`config.mk`:
```
export PLATFORM = sky130hd
export DESIGN_NAME = fetch_stage
export DESIGN_NICKNAME = d
export VERILOG_FILES = /design/src/rtl/fetch_stage.sv
export SDC_FILE = /design/constraint.sdc
export NUM_CORES = 1
export LEC_CHECK = 0
export ABC_AREA = 1
export ABC_CLOCK_PERIOD_IN_PS = 2550
export CORE_ASPECT_RATIO = 1.2
export CORE_MARGIN = 4
export CORE_UTILIZATION = 30
export CTS_CLUSTER_DIAMETER = 80
export DETAILED_ROUTE_END_ITERATION = 7
export GPL_ROUTABILITY_DRIVEN = 0
export PLACE_DENSITY = 0.62
export SLEW_MARGIN = 20
export SYNTH_ARGS = -nofsm -noshare
export SYNTH_HDL_FRONTEND = slang
export SYNTH_SLANG_ARGS = --single-unit
```
`constraint.sdc`:
```
create_clock -name clk -period 2.55 [get_ports clk]
set_input_delay 0.51 -clock clk [delete_from_list [all_inputs] [get_ports clk]]
set_output_delay 0.51 -clock clk [all_outputs]
set_load 0.01 [all_outputs]
```
`src/rtl/fetch_stage.sv`:
```
// Instruction fetch stage: owns the PC, issues instruction-memory reads and
// presents the fetched word with its address to decode.
module fetch_stage #(
  parameter logic [15:0] RESET_PC = 16'h0000
) (
  input  logic        clk,
  input  logic        rst,
  input  logic [15:0] next_pc,
  input  logic        redirect,
  input  logic        stall,
  input  logic        halt,
  output logic        imem_req,
  output logic [15:0] imem_addr,
  input  logic        imem_ready,
  input  logic [15:0] imem_data,
  output logic        if_valid,
  output logic [15:0] if_instr,
  output logic [15:0] if_pc,
  output logic [15:0] if_pc_plus2,
  output logic        halted,
  output logic        err
);

  typedef enum logic [1:0] {
    FETCH  = 2'd0,
    WAIT   = 2'd1,
    HALTED = 2'd2,
    ERROR  = 2'd3
  } state_t;

  state_t      state_r, state_nxt;
  logic [15:0] pc_r, pc_nxt;
  logic        if_valid_r, if_valid_nxt;
  logic [15:0] if_instr_r, if_instr_nxt;
  logic [15:0] if_pc_r, if_pc_nxt;
  logic [15:0] if_pc_plus2_r, if_pc_plus2_nxt;
  logic        err_r, err_nxt;
  logic        req_s;
  logic        done_s;
  logic [15:0] pc_plus2_s;

  assign pc_plus2_s = pc_r + 16'd2;

  // Memory request: held in WAIT, gated by decode back-pressure in FETCH, off in reset.
  always_comb begin
    req_s = 1'b0;
    case (state_r)
      FETCH:   req_s = !if_valid_r || !stall;
      WAIT:    req_s = 1'b1;
      default: req_s = 1'b0;
    endcase
    if (!rst) begin
      req_s = 1'b0;
    end else begin
      req_s = req_s;
    end
  end

  assign done_s = req_s && imem_ready;

  // Next-state and datapath: redirect > halt > stall > completion.
  always_comb begin
    state_nxt       = state_r;
    pc_nxt          = pc_r;
    if_valid_nxt    = if_valid_r;
    if_instr_nxt    = if_instr_r;
    if_pc_nxt       = if_pc_r;
    if_pc_plus2_nxt = if_pc_plus2_r;
    err_nxt         = err_r;
    case (state_r)
      FETCH, WAIT: begin
        if (redirect) begin
          if_valid_nxt = 1'b0;
          if (next_pc[0]) begin
            state_nxt = ERROR;
            err_nxt   = 1'b1;
          end else begin
            state_nxt = FETCH;
            pc_nxt    = next_pc;
          end
        end else if (halt) begin
          state_nxt    = HALTED;
          if_valid_nxt = 1'b0;
        end else if (if_valid_r && stall) begin
          state_nxt = state_r;
        end else if (done_s) begin
          state_nxt       = FETCH;
          if_instr_nxt    = imem_data;
          if_pc_nxt       = pc_r;
          if_pc_plus2_nxt = pc_plus2_s;
          if_valid_nxt    = 1'b1;
          pc_nxt          = pc_plus2_s;
        end else begin
          if_valid_nxt = 1'b0;
          if (req_s) begin
            state_nxt = WAIT;
          end else begin
            state_nxt = state_r;
          end
        end
      end
      HALTED, ERROR: begin
        // Terminal until reset; keep the visible outputs quiet.
        if_valid_nxt = 1'b0;
      end
      default: begin
        state_nxt    = ERROR;
        if_valid_nxt = 1'b0;
        err_nxt      = 1'b1;
      end
    endcase
  end

  // State and output registers with synchronous active-low reset.
  always_ff @(posedge clk) begin
    if (!rst) begin
      state_r       <= FETCH;
      pc_r          <= RESET_PC;
      if_valid_r    <= 1'b0;
      if_instr_r    <= 16'h0000;
      if_pc_r       <= 16'h0000;
      if_pc_plus2_r <= 16'h0000;
      err_r         <= 1'b0;
    end else begin
      state_r       <= state_nxt;
      pc_r          <= pc_nxt;
      if_valid_r    <= if_valid_nxt;
      if_instr_r    <= if_instr_nxt;
      if_pc_r       <= if_pc_nxt;
      if_pc_plus2_r <= if_pc_plus2_nxt;
      err_r         <= err_nxt;
    end
  end

  assign imem_req    = req_s;
  assign imem_addr   = pc_r;
  assign if_valid    = if_valid_r;
  assign if_instr    = if_instr_r;
  assign if_pc       = if_pc_r;
  assign if_pc_plus2 = if_pc_plus2_r;
  assign halted      = (state_r == HALTED);
  assign err         = err_r;

endmodule
```
==> reports/results.ini <==
[yosys]
synth_area_um2=2907
synth-edff-count=0
synth.top_cell.area_share_pct=44.77
synth.distinct_cells=29
yosysMostFrequentCell=nand2_1
avgSynthCellArea_um2=6.937
synth_warnings=0
synth_flop_cell=dfxtp_1
synth_top_cell_by_area=dfxtp_1
yosysSeqAreaShare_pct=44.77
ys_top_cells_by_area=dfxtp_1 45%, nand2_1 11%, nor2_1 9.7%
synth_cells=419
synthTopCellsByCount=89 x nand2_1, 75 x nor2_1, 65 x dfxtp_1
ys_seq_elements=65
async_reset_ff_share_pct=0

[clock_tree]
cts_tree=yes
postCtsSetupBuffers=0
h-tree-depth=3
cts_resized=0
root_buffer=clkbuf_16
hold_buffers=0
clock_latency_ns=0.33
cts_sinks=65
clk_pin_slew_worst_paths_ns=0.06
clock_path_buffers=2
numCtsBuffers=9

[final_layout]
final_layout_size_suffix_gt1_share_pct=5.736
finalInstanceArea_um2=4313
antenna_cells=0
post-route-util_pct=45.33
fin_nets=557
areaGrowthSynthToFinish_pct=48.39

[placed_design]
dp_hpwl_um=6408
placedInstanceArea_um2=4016
port_buffers=102

[drt]
wire_per_inst_um=13.73
routed_wirelength_um=8871
vias_per_cell=4.728
drc=0
vias=3054
drtIter0Drc=129
dr.pass1.iters=4
ant_nets=0

[pwr]
power_density_nw_per_um2=626.9
power_w=0.002704
leakagePower_nw=1.841
vdd_drop_max_mv=0.2907

[sta]
setup_viol=0
hold_viol=0
slew_headroom_pct=62.42
slew_violations=0
setup_tns_ns=0
min_period_ns=2.231
hold_slack_ns=0.4725
timing.fmax_mhz=448.3
finalCritPeriodShare_pct=87.48
fin_skew_ns=0.006469
rsz0062_at_grt=no
worstMarginPinSlew_ns=0.5637

[floorplanning]
die_area_um2=11330
fp-row-count=39
core_area_um2=9515
initial_core_util_pct=30.55
fp.dieH_um=115.8
pin_count=106
fp.dieW_um=97.86

[hold_path]
min-delay-start=err
min_to=err
hold_path_depth=2
hp-class=reg2reg

[setup_path]
path_class=in2out
end_kind=primary output
reg2reg_slack_ns=0.84
rr_worst_depth=8
start_kind=input pin
critPathMaxFanout=3
required_ns=2.04
worst_ep_arrival_time_ns=1.72
rr_startpoint=imem_addr[2]
r2r-end=if_pc_plus2[11]

[grt]
antenna_found_initial=0
grt_pass1_wl_um=14140
grt_usage_pct=15.81
grt_max_degree=61
grt_pass1_vias=2921
grt_overflow=0

[flow_run]
drv_cap=0

[outcome]
status=finished clean

[critical path, stage by stage]
cell and delay (ns):
clkdlybuf4s50_1 0.40, nand2_1 0.12, nand2_1 0.08, nand2_1 0.08, clkdlybuf4s50_1 0.54
[sequential cells by signal, summed over array words and instances, names as in the netlist]
signal       cells
if_pc_plus2     15
if_instr        16
err              1
state_r          2
imem_addr       15
if_valid         1
if_pc           15
[how the worst max path moves through the flow]
stage,startpoint,endpoint,slack (ns),cells after the start
after floorplan,redirect,imem_addr[2],1.03,8
after global placement,stall,imem_req,0.32,5
after detailed placement,stall,imem_req,0.31,5
after CTS,stall,imem_req,0.31,5
after global routing,stall,imem_req,0.27,5
final,stall,imem_req,0.32,5
[power by group]
group	switching, W	leakage, nW	internal (W)
clock network	0.000463	0.137	0.000753
registers	0.0000468	0.529	0.00106
logic	0.000187	1.17	0.000189
total	0.000697	1.84	0.00201
[area by class of cell]
class	instances	area [um^2]
Multi-Input combinational cell	297	1345
Clock buffer	9	225.2
Tap cell	123	153.9
Fill cell	976	5202
Sequential cell	65	1301
Inverter	36	135.1
Timing Repair Buffer	109	1081
Clock inverter	7	71.32
[layout by cell type (no fill, tap or decap), drive strengths merged, types with 8 or more instances in the layout]
cell type      Yosys  routed
clkdlybuf4s50      0     101
nand2             89      89
nor2              77      77
dfxtp             65      65
o21ai             54      54
inv               36      36
a21oi             31      31
nand3             23      23
clkbuf             8       9
buf               15       8
[through the flow]
step / worst slack (ns) / instances
CTS: 0.3102 / 646
global route: 0.2671 / 646
finish: 0.3192 / 646
global placement: 0.3236 / 630
detailed placement: 0.3109 / 630
floorplan: 1.035 / 421
[per-layer routing]
layer  routed length [um]  part of all wire (%)  vias up  global-route usage, %
met5                    0                     0        -                      0
met4                  261                   2.9        0                  8.495
met3                  685                   7.7       17                  5.418
met2                 4346                    49      100                  27.66
met1                 3577                    40     1388                  16.86
li1                     -                     -     1549                      -
[cell families after synthesis]
logic type	after synthesis	synth area share, %
AND/OR/NAND/NOR	196	27.42
AO/OA/AOI/OAI	94	16.92
flip-flops	65	44.77
buffers and inverters	59	9.384
XOR/XNOR	2	0.6028
adder cells (fa/ha/maj)	1	0.4304
other	1	0.1290
multiplexers	1	0.3444
(Power assumes the default switching activity.)
